File: config.mk
export PLATFORM = sky130hd
export DESIGN_NAME = wrr_grant_arbiter
export DESIGN_NICKNAME = d
export VERILOG_FILES = /design/src/rtl/wrr_grant_arbiter.sv
export SDC_FILE = /design/constraint.sdc
export NUM_CORES = 1
export LEC_CHECK = 0
export ABC_AREA = 1
export ABC_CLOCK_PERIOD_IN_PS = 5010
export CAP_MARGIN = 15
export CORE_UTILIZATION = 48
export CTS_CLUSTER_DIAMETER = 30
export DETAILED_ROUTE_END_ITERATION = 8
export PLACE_DENSITY = 0.9
export SYNTH_ARGS = -nofsm -noshare
export SYNTH_HDL_FRONTEND = slang
export SYNTH_SLANG_ARGS = --single-unit
File: constraint.sdc
create_clock -name clk -period 5.01 [get_ports clk]
set_input_delay 1.002 -clock clk [delete_from_list [all_inputs] [get_ports clk]]
set_output_delay 1.002 -clock clk [all_outputs]
set_load 0.005 [all_outputs]
File: src/rtl/wrr_grant_arbiter.sv
// wrr_grant_arbiter: weighted round-robin arbiter with grant hold.
// A granted requester keeps ownership for up to max(weight,1) back-to-back
// transactions (done strobes), then priority rotates past it. Dropping req
// releases ownership at once. On release the next owner is picked in the same
// cycle, so there is no idle bubble between owners.
// Optional hold-timeout watchdog: define WRR_HOLD_TIMEOUT_EN to build it.
module wrr_grant_arbiter #(
    parameter int N        = 4,
    parameter int WEIGHT_W = 4,
    parameter int MAX_HOLD = 16
) (
    input  logic                      clk,
    input  logic                      rst,
    input  logic [N-1:0]              req,
    input  logic [N-1:0]              done,
    input  logic [N*WEIGHT_W-1:0]     weight,
    output logic [N-1:0]              grant,
    output logic                      grant_valid,
    output logic [$clog2(N)-1:0]      grant_id,
    output logic                      timeout
);

    localparam int IDW = $clog2(N);
    localparam logic [N-1:0]        ONE_N      = N'(1);
    localparam logic [WEIGHT_W-1:0] CREDIT_ONE = WEIGHT_W'(1);
    localparam logic [WEIGHT_W-1:0] CREDIT_ZERO = WEIGHT_W'(0);
    localparam logic [IDW-1:0]      LAST_IDX   = IDW'(N - 1);
    localparam logic [IDW:0]        N_EXT      = (IDW + 1)'(N);

    // Elaboration-time parameter sanity checks.
    if (N < 2) begin : g_bad_n
        $error("wrr_grant_arbiter: N must be at least 2");
    end
    if (MAX_HOLD < 1) begin : g_bad_hold
        $error("wrr_grant_arbiter: MAX_HOLD must be at least 1");
    end

    typedef enum logic [0:0] {
        IDLE = 1'b0,
        BUSY = 1'b1
    } state_t;

    state_t               state_r;
    logic [IDW-1:0]       owner_r;
    logic [IDW-1:0]       ptr_r;
    logic [WEIGHT_W-1:0]  credit_r;
    logic [N-1:0]         grant_r;
    logic                 grant_valid_r;
    logic [IDW-1:0]       grant_id_r;
    logic                 timeout_r;

`ifdef WRR_HOLD_TIMEOUT_EN
    localparam int HOLD_W = $clog2(MAX_HOLD + 1);
    localparam logic [HOLD_W-1:0] HOLD_LAST = HOLD_W'(MAX_HOLD - 1);
    logic [HOLD_W-1:0]    hold_r;
`endif

    logic                 done_own_s;
    logic                 req_own_s;
    logic                 release_s;
    logic                 expire_s;
    logic [IDW-1:0]       next_ptr_s;
    logic [IDW-1:0]       start_s;
    logic                 found_s;
    logic [IDW-1:0]       win_s;
    logic [IDW:0]         pos_s;
    logic [WEIGHT_W-1:0]  wsel_s;
    logic [WEIGHT_W-1:0]  load_credit_s;

    // Decide whether the current owner gives up the resource this cycle.
    always_comb begin
        done_own_s = done[owner_r];
        req_own_s  = req[owner_r];
        release_s  = 1'b0;
        expire_s   = 1'b0;
        if (state_r == BUSY) begin
            if (done_own_s) begin
                // Credit 1 means this done brings it to zero.
                if ((credit_r == CREDIT_ONE) || !req_own_s) begin
                    release_s = 1'b1;
                end else begin
                    release_s = 1'b0;
                end
            end else if (!req_own_s) begin
                release_s = 1'b1;
            end else begin
`ifdef WRR_HOLD_TIMEOUT_EN
                if (hold_r == HOLD_LAST) begin
                    release_s = 1'b1;
                    expire_s  = 1'b1;
                end else begin
                    release_s = 1'b0;
                    expire_s  = 1'b0;
                end
`else
                release_s = 1'b0;
`endif
            end
        end else begin
            release_s = 1'b0;
        end
    end

    // Pick the scan origin: after a release the old owner is scanned last.
    always_comb begin
        if (owner_r == LAST_IDX) begin
            next_ptr_s = {IDW{1'b0}};
        end else begin
            next_ptr_s = owner_r + IDW'(1);
        end
        if (state_r == BUSY) begin
            start_s = next_ptr_s;
        end else begin
            start_s = ptr_r;
        end
    end

    // Rotating priority scan: first set req bit from start_s, modulo N.
    always_comb begin
        found_s = 1'b0;
        win_s   = {IDW{1'b0}};
        pos_s   = {(IDW + 1){1'b0}};
        for (int i = 0; i < N; i++) begin
            pos_s = {1'b0, start_s} + (IDW + 1)'(i);
            if (pos_s >= N_EXT) begin
                pos_s = pos_s - N_EXT;
            end else begin
                pos_s = pos_s;
            end
            if (!found_s && req[pos_s[IDW-1:0]]) begin
                found_s = 1'b1;
                win_s   = pos_s[IDW-1:0];
            end else begin
                found_s = found_s;
            end
        end
    end

    // Credit to load for the winner; a zero weight counts as one.
    always_comb begin
        wsel_s = CREDIT_ZERO;
        for (int i = 0; i < N; i++) begin
            if (win_s == IDW'(i)) begin
                wsel_s = weight[i*WEIGHT_W +: WEIGHT_W];
            end else begin
                wsel_s = wsel_s;
            end
        end
        if (wsel_s == CREDIT_ZERO) begin
            load_credit_s = CREDIT_ONE;
        end else begin
            load_credit_s = wsel_s;
        end
    end

    // Arbiter state, ownership bookkeeping and registered outputs.
    always_ff @(posedge clk or posedge rst) begin
        if (rst) begin
            state_r       <= IDLE;
            owner_r       <= {IDW{1'b0}};
            ptr_r         <= {IDW{1'b0}};
            credit_r      <= CREDIT_ZERO;
            grant_r       <= {N{1'b0}};
            grant_valid_r <= 1'b0;
            grant_id_r    <= {IDW{1'b0}};
            timeout_r     <= 1'b0;
`ifdef WRR_HOLD_TIMEOUT_EN
            hold_r        <= {HOLD_W{1'b0}};
`endif
        end else begin
            case (state_r)
                IDLE: begin
                    timeout_r <= 1'b0;
                    if (found_s) begin
                        state_r       <= BUSY;
                        owner_r       <= win_s;
                        credit_r      <= load_credit_s;
                        grant_r       <= ONE_N << win_s;
                        grant_valid_r <= 1'b1;
                        grant_id_r    <= win_s;
`ifdef WRR_HOLD_TIMEOUT_EN
                        hold_r        <= {HOLD_W{1'b0}};
`endif
                    end
                end
                BUSY: begin
                    if (release_s) begin
                        ptr_r     <= next_ptr_s;
                        timeout_r <= expire_s;
                        if (found_s) begin
                            owner_r       <= win_s;
                            credit_r      <= load_credit_s;
                            grant_r       <= ONE_N << win_s;
                            grant_valid_r <= 1'b1;
                            grant_id_r    <= win_s;
                        end else begin
                            state_r       <= IDLE;
                            credit_r      <= CREDIT_ZERO;
                            grant_r       <= {N{1'b0}};
                            grant_valid_r <= 1'b0;
                        end
`ifdef WRR_HOLD_TIMEOUT_EN
                        hold_r <= {HOLD_W{1'b0}};
`endif
                    end else begin
                        timeout_r <= 1'b0;
                        if (done_own_s) begin
                            credit_r <= credit_r - CREDIT_ONE;
                        end
`ifdef WRR_HOLD_TIMEOUT_EN
                        if (done_own_s) begin
                            hold_r <= {HOLD_W{1'b0}};
                        end else begin
                            hold_r <= hold_r + HOLD_W'(1);
                        end
`endif
                    end
                end
                default: begin
                    state_r       <= IDLE;
                    grant_r       <= {N{1'b0}};
                    grant_valid_r <= 1'b0;
                    timeout_r     <= 1'b0;
                end
            endcase
        end
    end

    assign grant       = grant_r;
    assign grant_valid = grant_valid_r;
    assign grant_id    = grant_id_r;
    assign timeout     = timeout_r;

endmodule
==> metrics.txt <==
# TYPE chip_impl_metric gauge
chip_impl_metric{name="fillers",unit=""} 231
chip_impl_metric{name="cts_htree_levels",unit=""} 1
chip_impl_info{name="cp_cell_sequence",value="ha_1, nor2_1, nand2_1, nand2_2, nand2_1, nand3_1, nand2_2, nand4_1, inv_1, nor2_1, nand3_1, nand3_1, nand2_1, nand3_1, nand2_1, nand2_1, a21oi_2"} 1
chip_impl_info{name="criticalPathCategory",value="flop to flop"} 1
chip_impl_metric{name="cts-buffers-inserted",unit=""} 3
chip_impl_metric{name="wl",unit="mm"} 3.26
chip_impl_metric{name="globalplace.congestion",unit=""} 0.834
chip_impl_info{name="cp_common_cell",value="sky130_fd_sc_hd__nand2_1"} 1
chip_impl_info{name="grt_most_used_layer",value="met2"} 1
chip_impl_metric{name="vias",unit=""} 1452
chip_impl_metric{name="dieArea",unit="um^2"} 2990
chip_impl_metric{name="syn-num-nets",unit=""} 239
chip_impl_metric{name="clock_tree.buffer_depth",unit=""} 2
chip_impl_metric{name="syn_area",unit="um^2"} 1330
chip_impl_info{name="end_kind",value="flop"} 1
chip_impl_info{name="worst_r2r_startpoint",value="owner_r[0]$_DFFE_PP0P_"} 1
chip_impl_metric{name="io_buffers",unit=""} 32
chip_impl_metric{name="unique_cell_type_count_in_the_yosys_netlist",unit=""} 24
chip_impl_metric{name="layout_worst_path_cycle_share",unit="%"} 59.8
chip_impl_metric{name="yosysSeqAreaShare",unit="%"} 26.3
chip_impl_info{name="grt_setup_unrepaired",value="no"} 1
chip_impl_metric{name="area_growth",unit="%"} 25.5
chip_impl_metric{name="die_width",unit="um"} 54.6
chip_impl_metric{name="time_the_worst_path_needs_with_i_o_delays_and_setup",unit="ns"} 3.00
chip_impl_metric{name="worst_setup_hold_path_clk_slew",unit="ns"} 0.08
chip_impl_metric{name="holdBufCountCts",unit=""} 0
chip_impl_metric{name="groute.layer.met2.usage",unit="%"} 43.4
chip_impl_metric{name="cap_violations",unit=""} 0
chip_impl_info{name="critical_path.startpoint_type",value="flop"} 1
chip_impl_metric{name="initial_core_util",unit="%"} 52.3
chip_impl_metric{name="ys_ff_latch",unit=""} 14
chip_impl_metric{name="detail_route.iter0.violations",unit=""} 29
chip_impl_metric{name="holdWs",unit="ns"} 0.489
chip_impl_metric{name="clock_latency_of_the_later_clocked_register_in_the_worst_skew_pair",unit="ns"} 0.27
chip_impl_metric{name="worst-slew-pin-transition",unit="ns"} 0.526
chip_impl_metric{name="final_critical_path_setup_slack",unit="ns"} 2.01
chip_impl_metric{name="worstPathRequired",unit="ns"} 5.17
chip_impl_metric{name="postRouteAntennaNets",unit=""} 0
chip_impl_metric{name="cp_max_fo",unit=""} 12
chip_impl_metric{name="antenna-diode-count",unit=""} 0
chip_impl_metric{name="clock-skew-final",unit="ns"} 0.00128
chip_impl_metric{name="post_route_cells_drive_above_1_share",unit="%"} 7.47
chip_impl_metric{name="grt.total_usage",unit="%"} 22.8
chip_impl_metric{name="via_count_of_the_first_global_routing_pass",unit=""} 1252
chip_impl_info{name="run_status",value="finished, final reports clean"} 1
chip_impl_metric{name="cts_resized",unit=""} 0
chip_impl_metric{name="setup_viol_count_final",unit=""} 0
chip_impl_metric{name="grt_remaining_overflow",unit=""} 0
chip_impl_metric{name="area_of_the_core_region",unit="um^2"} 2540
chip_impl_metric{name="drt-wirelength-per-cell",unit="um"} 12.0
chip_impl_metric{name="synth.top_cell.area_share",unit="%"} 26.3
chip_impl_metric{name="postCtsSetupRepairBufs",unit=""} 0
chip_impl_info{name="cts_root_buffer",value="sky130_fd_sc_hd__clkbuf_4"} 1
chip_impl_metric{name="finalSetupTns",unit="ns"} 0
chip_impl_metric{name="synthesis.instances",unit=""} 210
chip_impl_metric{name="avgSynthCellArea",unit="um^2"} 6.33
chip_impl_metric{name="design.portCount",unit=""} 34
chip_impl_metric{name="groute.layer.met1.usage",unit="%"} 28.8
chip_impl_metric{name="place_ws",unit="ns"} 1.88
chip_impl_metric{name="site_row_count",unit=""} 18
chip_impl_metric{name="detail_route.drc_violations",unit=""} 0
chip_impl_metric{name="report.final.hold_viol_count",unit=""} 0
chip_impl_metric{name="timing_max_transition_violations_final",unit=""} 0
chip_impl_metric{name="multi_input_comb_area",unit="um^2"} 852
chip_impl_metric{name="post-dp-hpwl",unit="mm"} 2.64
chip_impl_metric{name="clkSinkCount",unit=""} 14
chip_impl_info{name="hold_path_class",value="flop to flop"} 1
chip_impl_metric{name="dieHeight",unit="um"} 54.6
chip_impl_metric{name="register_area",unit="um^2"} 350
chip_impl_info{name="yosys.area.top_type",value="sky130_fd_sc_hd__dfrtp_1"} 1
chip_impl_info{name="timing.critical_path.from",value="owner_r[0]$_DFFE_PP0P_"} 1
chip_impl_metric{name="drt_pre_antenna_iters",unit=""} 4
chip_impl_metric{name="antenna_found_initial",unit=""} 0
chip_impl_info{name="netlist_top_cells_area",value="sky130_fd_sc_hd__dfrtp_1, sky130_fd_sc_hd__nand2_1, sky130_fd_sc_hd__nand3_1, sky130_fd_sc_hd__inv_1, sky130_fd_sc_hd__a21oi_1"} 1
chip_impl_metric{name="nNetsFinal",unit=""} 272
chip_impl_metric{name="fin_util",unit="%"} 65.6
chip_impl_info{name="tritoncts_clock_tree",value="built"} 1
chip_impl_info{name="holdCritStartpoint",value="grant_valid$_DFFE_PP0P_"} 1
chip_impl_info{name="critical-path-slowest-cell",value="sky130_fd_sc_hd__dfrtp_1"} 1
chip_impl_metric{name="grt_max_degree",unit=""} 15
chip_impl_metric{name="cp_data_arrival_time",unit="ns"} 3.16
chip_impl_metric{name="critPathMaxStageDelay",unit="ns"} 0.47
chip_impl_metric{name="synth_warnings",unit=""} 0
chip_impl_metric{name="grtUsageMet3",unit="%"} 0.833
chip_impl_metric{name="fmax",unit="GHz"} 0.334
chip_impl_metric{name="relSlewSlack",unit="%"} 64.9
chip_impl_metric{name="drt-vias-per-instance",unit=""} 5.36
chip_impl_metric{name="first_pass_grt_wire_length",unit="mm"} 5.02
-- kinds of logic after synthesis --
family	share of synthesized area, %
adders and majority gates	2.82
AOI/OAI and AO/OA	14.2
buffers and inverters	9.60
other	0.282
and+or+nand+nor	45.4
xor gates and xnor gates	1.32
DFF	26.3
-- layout by cell type (no fill, tap or decap), types with 3 or more instances in the layout --
master,instances
sky130_fd_sc_hd__a21oi_1,12
sky130_fd_sc_hd__clkbuf_4,3
sky130_fd_sc_hd__clkdlybuf4s50_1,32
sky130_fd_sc_hd__dfrtp_1,14
sky130_fd_sc_hd__ha_1,3
sky130_fd_sc_hd__inv_1,22
sky130_fd_sc_hd__nand2_1,63
sky130_fd_sc_hd__nand2_2,4
sky130_fd_sc_hd__nand2_4,3
sky130_fd_sc_hd__nand3_1,33
sky130_fd_sc_hd__nand3_2,4
sky130_fd_sc_hd__nor2_1,16
sky130_fd_sc_hd__o21ai_0,12
sky130_fd_sc_hd__or2_1,3
-- state kept, by name, summed over array words and instances, names as in the netlist --
| name | flops |
|---|---|
| credit_r | 4 |
| grant | 4 |
| owner_r | 2 |
| ptr_r | 2 |
| grant_valid | 1 |
| state_r | 1 |
-- layer usage --
metal  share of wire (%)  up-vias
li1                    -      751
met1                  46      673
met2                  52       26
met3                 2.1        2
met4                0.18        0
met5                   0        -
-- cell type report --
| cell class | count | area share, % |
|---|---|---|
| Timing Repair Buffer | 32 | 19.2 |
| Multi-Input combinational cell | 169 | 51.0 |
| Clock buffer | 3 | 1.35 |
| Inverter | 23 | 5.17 |
| Sequential cell | 14 | 21.0 |
| Tap cell | 30 | 2.25 |
-- synth_stat cells (all sizes together) --
cell,instances
a32o,2
conb,1
nand2,70
xor2,2
or2,5
buf,4
o21a,2
inv,23
a21oi,13
o21ai,14
nand3,37
nand4,2
a22oi,2
nor2,16
ha,3
dfrtp,14
-- metrics by stage --
stage               instances  instance area (um^2)
CTS                       271                  1670
finish                    271                  1670
floorplan                 210                  1330
global placement          268                  1650
global route              271                  1670
detailed placement        268                  1650
-- worst max-delay path: cells and delay by family, from the launching register on --
| family | cells | cell delay, ns |
|---|---|---|
| flops | 1 | 0.47 |
| fa+ha+maj | 1 | 0.24 |
| buf+inv | 1 | 0.06 |
| simple gates | 14 | 2.05 |
| compound gates | 1 | 0.05 |
-- worst paths after layout --
path / to / slack, ns / depth (start not counted)
min in group asynchronous: grant[1]$_DFFE_PP0P_ / 1.06 / 2
max in group asynchronous: state_r$_DFF_PP0_ / 3.60 / 2
setup reg to reg: credit_r[0]$_DFFE_PP0P_ / 2.01 / 17
hold / removal: grant_valid$_DFFE_PP0P_ / 0.49 / 2
hold reg to reg: grant_valid$_DFFE_PP0P_ / 0.49 / 2
setup / recovery: credit_r[0]$_DFFE_PP0P_ / 2.01 / 17
Power is left out: the tool's default activity adds up to more than one toggle a clock period on the data nets, which glitch-free logic cannot reach.
==> RTL change (config.mk and constraints unchanged) <==
Change the parameter `N` from 4 to 8.
--- a/src/rtl/wrr_grant_arbiter.sv
+++ b/src/rtl/wrr_grant_arbiter.sv
@@ -7,3 +7,3 @@
 module wrr_grant_arbiter #(
-    parameter int N        = 4,
+    parameter int N        = 8,
     parameter int WEIGHT_W = 4,
Ports: changed (5 resized); port bits go from 34 to 63. The function was not compared with the original's and may differ.
==> RTL change against the unedited design <==
- via count increased by 100%
- sequential cell count up 6
- wire length is 110% higher
- synthesized area grew 76%
- die area is 73% higher
- cell area rose by 81%
- non-clock buffer count increased by 29
- setup slack got worse by 1500 ps
- critical path type unchanged
- largest cell class unchanged
- highest routed layer unchanged
Power is left out: the tool's default activity adds up to more than one toggle a clock period on the data nets, which glitch-free logic cannot reach.
==> RTL change: results (changes against the unedited design) <==
** Critical path
- The count of cells along the worst register-to-register path was 27 (was 17).
- Timing startpoint of the critical path :: owner_r[0] (unchanged)
- Cell type group with the largest total delay on the critical path :: simple AND/OR/NAND/NOR gates (unchanged)
- Critical Path Fanout Max :: 18 (was 12)
- The register-to-register setup slack was 550 ps (was 2010 ps).
- Largest incremental delay on the critical path :: 570 ps (was 470 ps)
- WP data arrival :: 4610 ps (was 3160 ps)

** Synth
- Number of distinct library cell variants in the gate-level netlist after synthesis :: 31 (was 24)
- Dominant cells by area after synthesis: dfrtp_1 (21%), nand2_1 (18%), nand3_1 (14%), inv_1 (6.6%), nor2_1 (5.8%) (was dfrtp_1 (26%), nand2_1 (18%), nand3_1 (12%), inv_1 (6.2%), a21oi_1 (4.5%)).
- The synthesized area per cell came to 6.04 um2 (was 6.33 um2).
- Net count after synthesis :: 445 (was 239)
- The part of the Yosys area used for sequential elements is 21.3% (was 26.3%).
- Post-synth top cells :: nand2_1 (115), nand3_1 (67), inv_1 (41) (was nand2_1 (63), nand3_1 (33), inv_1 (22))

** Global routing
- The via count of the first global-routing pass was 2702 (was 1252).
- Global-route wire length before repair :: 11500 um (was 5020 um)
- Maximum number of pins on one net before global-route repair :: 21 (was 15)
- All-layer global routing usage :: 27.3% (was 22.8%)

** Placed design
- Number of buffer cells added on primary ports :: 61 (was 32)
- The routability-driven placement congestion ratio was 0.993 (was 0.834).
- Worst setup slack before clock tree synthesis :: 714 ps (was 1880 ps)
- DP HPWL :: 5430 um (was 2640 um)

** Timing
- The setup clock skew after layout was 4.53 ps (was 1.28 ps).
- The maximum frequency from static timing analysis is 224 MHz (was 334 MHz).
- The slew at the pin closest to its max-slew limit is 781 ps (was 526 ps).

** Clock tree
- The library cell used as clock root buffer is clkbuf_8 (was clkbuf_4).

** Drt
- Initial DRC Count :: 320 (was 29)
- Iteration count of the initial detailed-routing pass :: 5 (was 4)
- Avg WL per Cell :: 13.5 um (was 12.0 um)
- The number of vias per cell came to 5.68 (was 5.36).

** Final layout
- The share of final-layout standard cells stronger than drive strength 1 was 6.53% (was 7.47%).
- The post-layout instance count excluding filler cells came to 511 (was 271).
- Filler Cell Count :: 426 (was 231)

** Run status
- Status: complete, no violations (unchanged).
## RTL change: worst min-delay path by stage
stage	startpoint	end	slack, ps	cells after the start
3_5_place_dp	grant[1]	grant[1]	460	2
2_1_floorplan	ptr_r[2]	ptr_r[2]	470	2
5_1_grt	grant_valid	grant_valid	520	2
6_report	grant[4]	grant[4]	490	2
3_3_place_gp	grant[1]	grant[1]	470	2
4_1_cts	grant[1]	grant[1]	490	2
## RTL change: cells by family (layout without fill, tap and decap cells)
group	Yosys count	in the layout	synth area share, %
simple gates	258	258	50.7
flops	20	20	21.3
other cells	1	1	0.160
buf+inv	52	108	10.5
xor+xnor	5	5	2.51
fa+ha+maj	7	7	3.74
compound gates	45	45	11.0
## RTL change: worst min-delay path, stage by stage (launching register included)
cell and delay (ps):
dfrtp_1 350, nand2_1 50, nand2_1 60
## RTL change: metrics by stage
step	hold slack, ps	instance area [um2]
3_3_place_gp	470	2960
2_1_floorplan	469	2340
6_report	493	3030
5_1_grt	515	3030
3_5_place_dp	464	2960
4_1_cts	493	3030
## RTL change: layer usage
layer	part of all wire [%]	up-vias	wire length [um]	GRT usage, %
met5	0	-	0	0
li1	-	1404	-	-
met4	2.0	0	137	10.0
met2	50	159	3480	50.9
met3	6.5	17	448	2.22
met1	41	1321	2820	32.5
## RTL change: area by class of cell
type,instances,area (um2),area share (%)
timing repair buffer,61,611,20.2
clock inverter,1,30.0,0.992
clock buffer,3,41.3,1.36
inverter,43,164,5.41
tap,67,83.8,2.77
sequential,20,500,16.5
multi-input combinational,316,1600,52.8
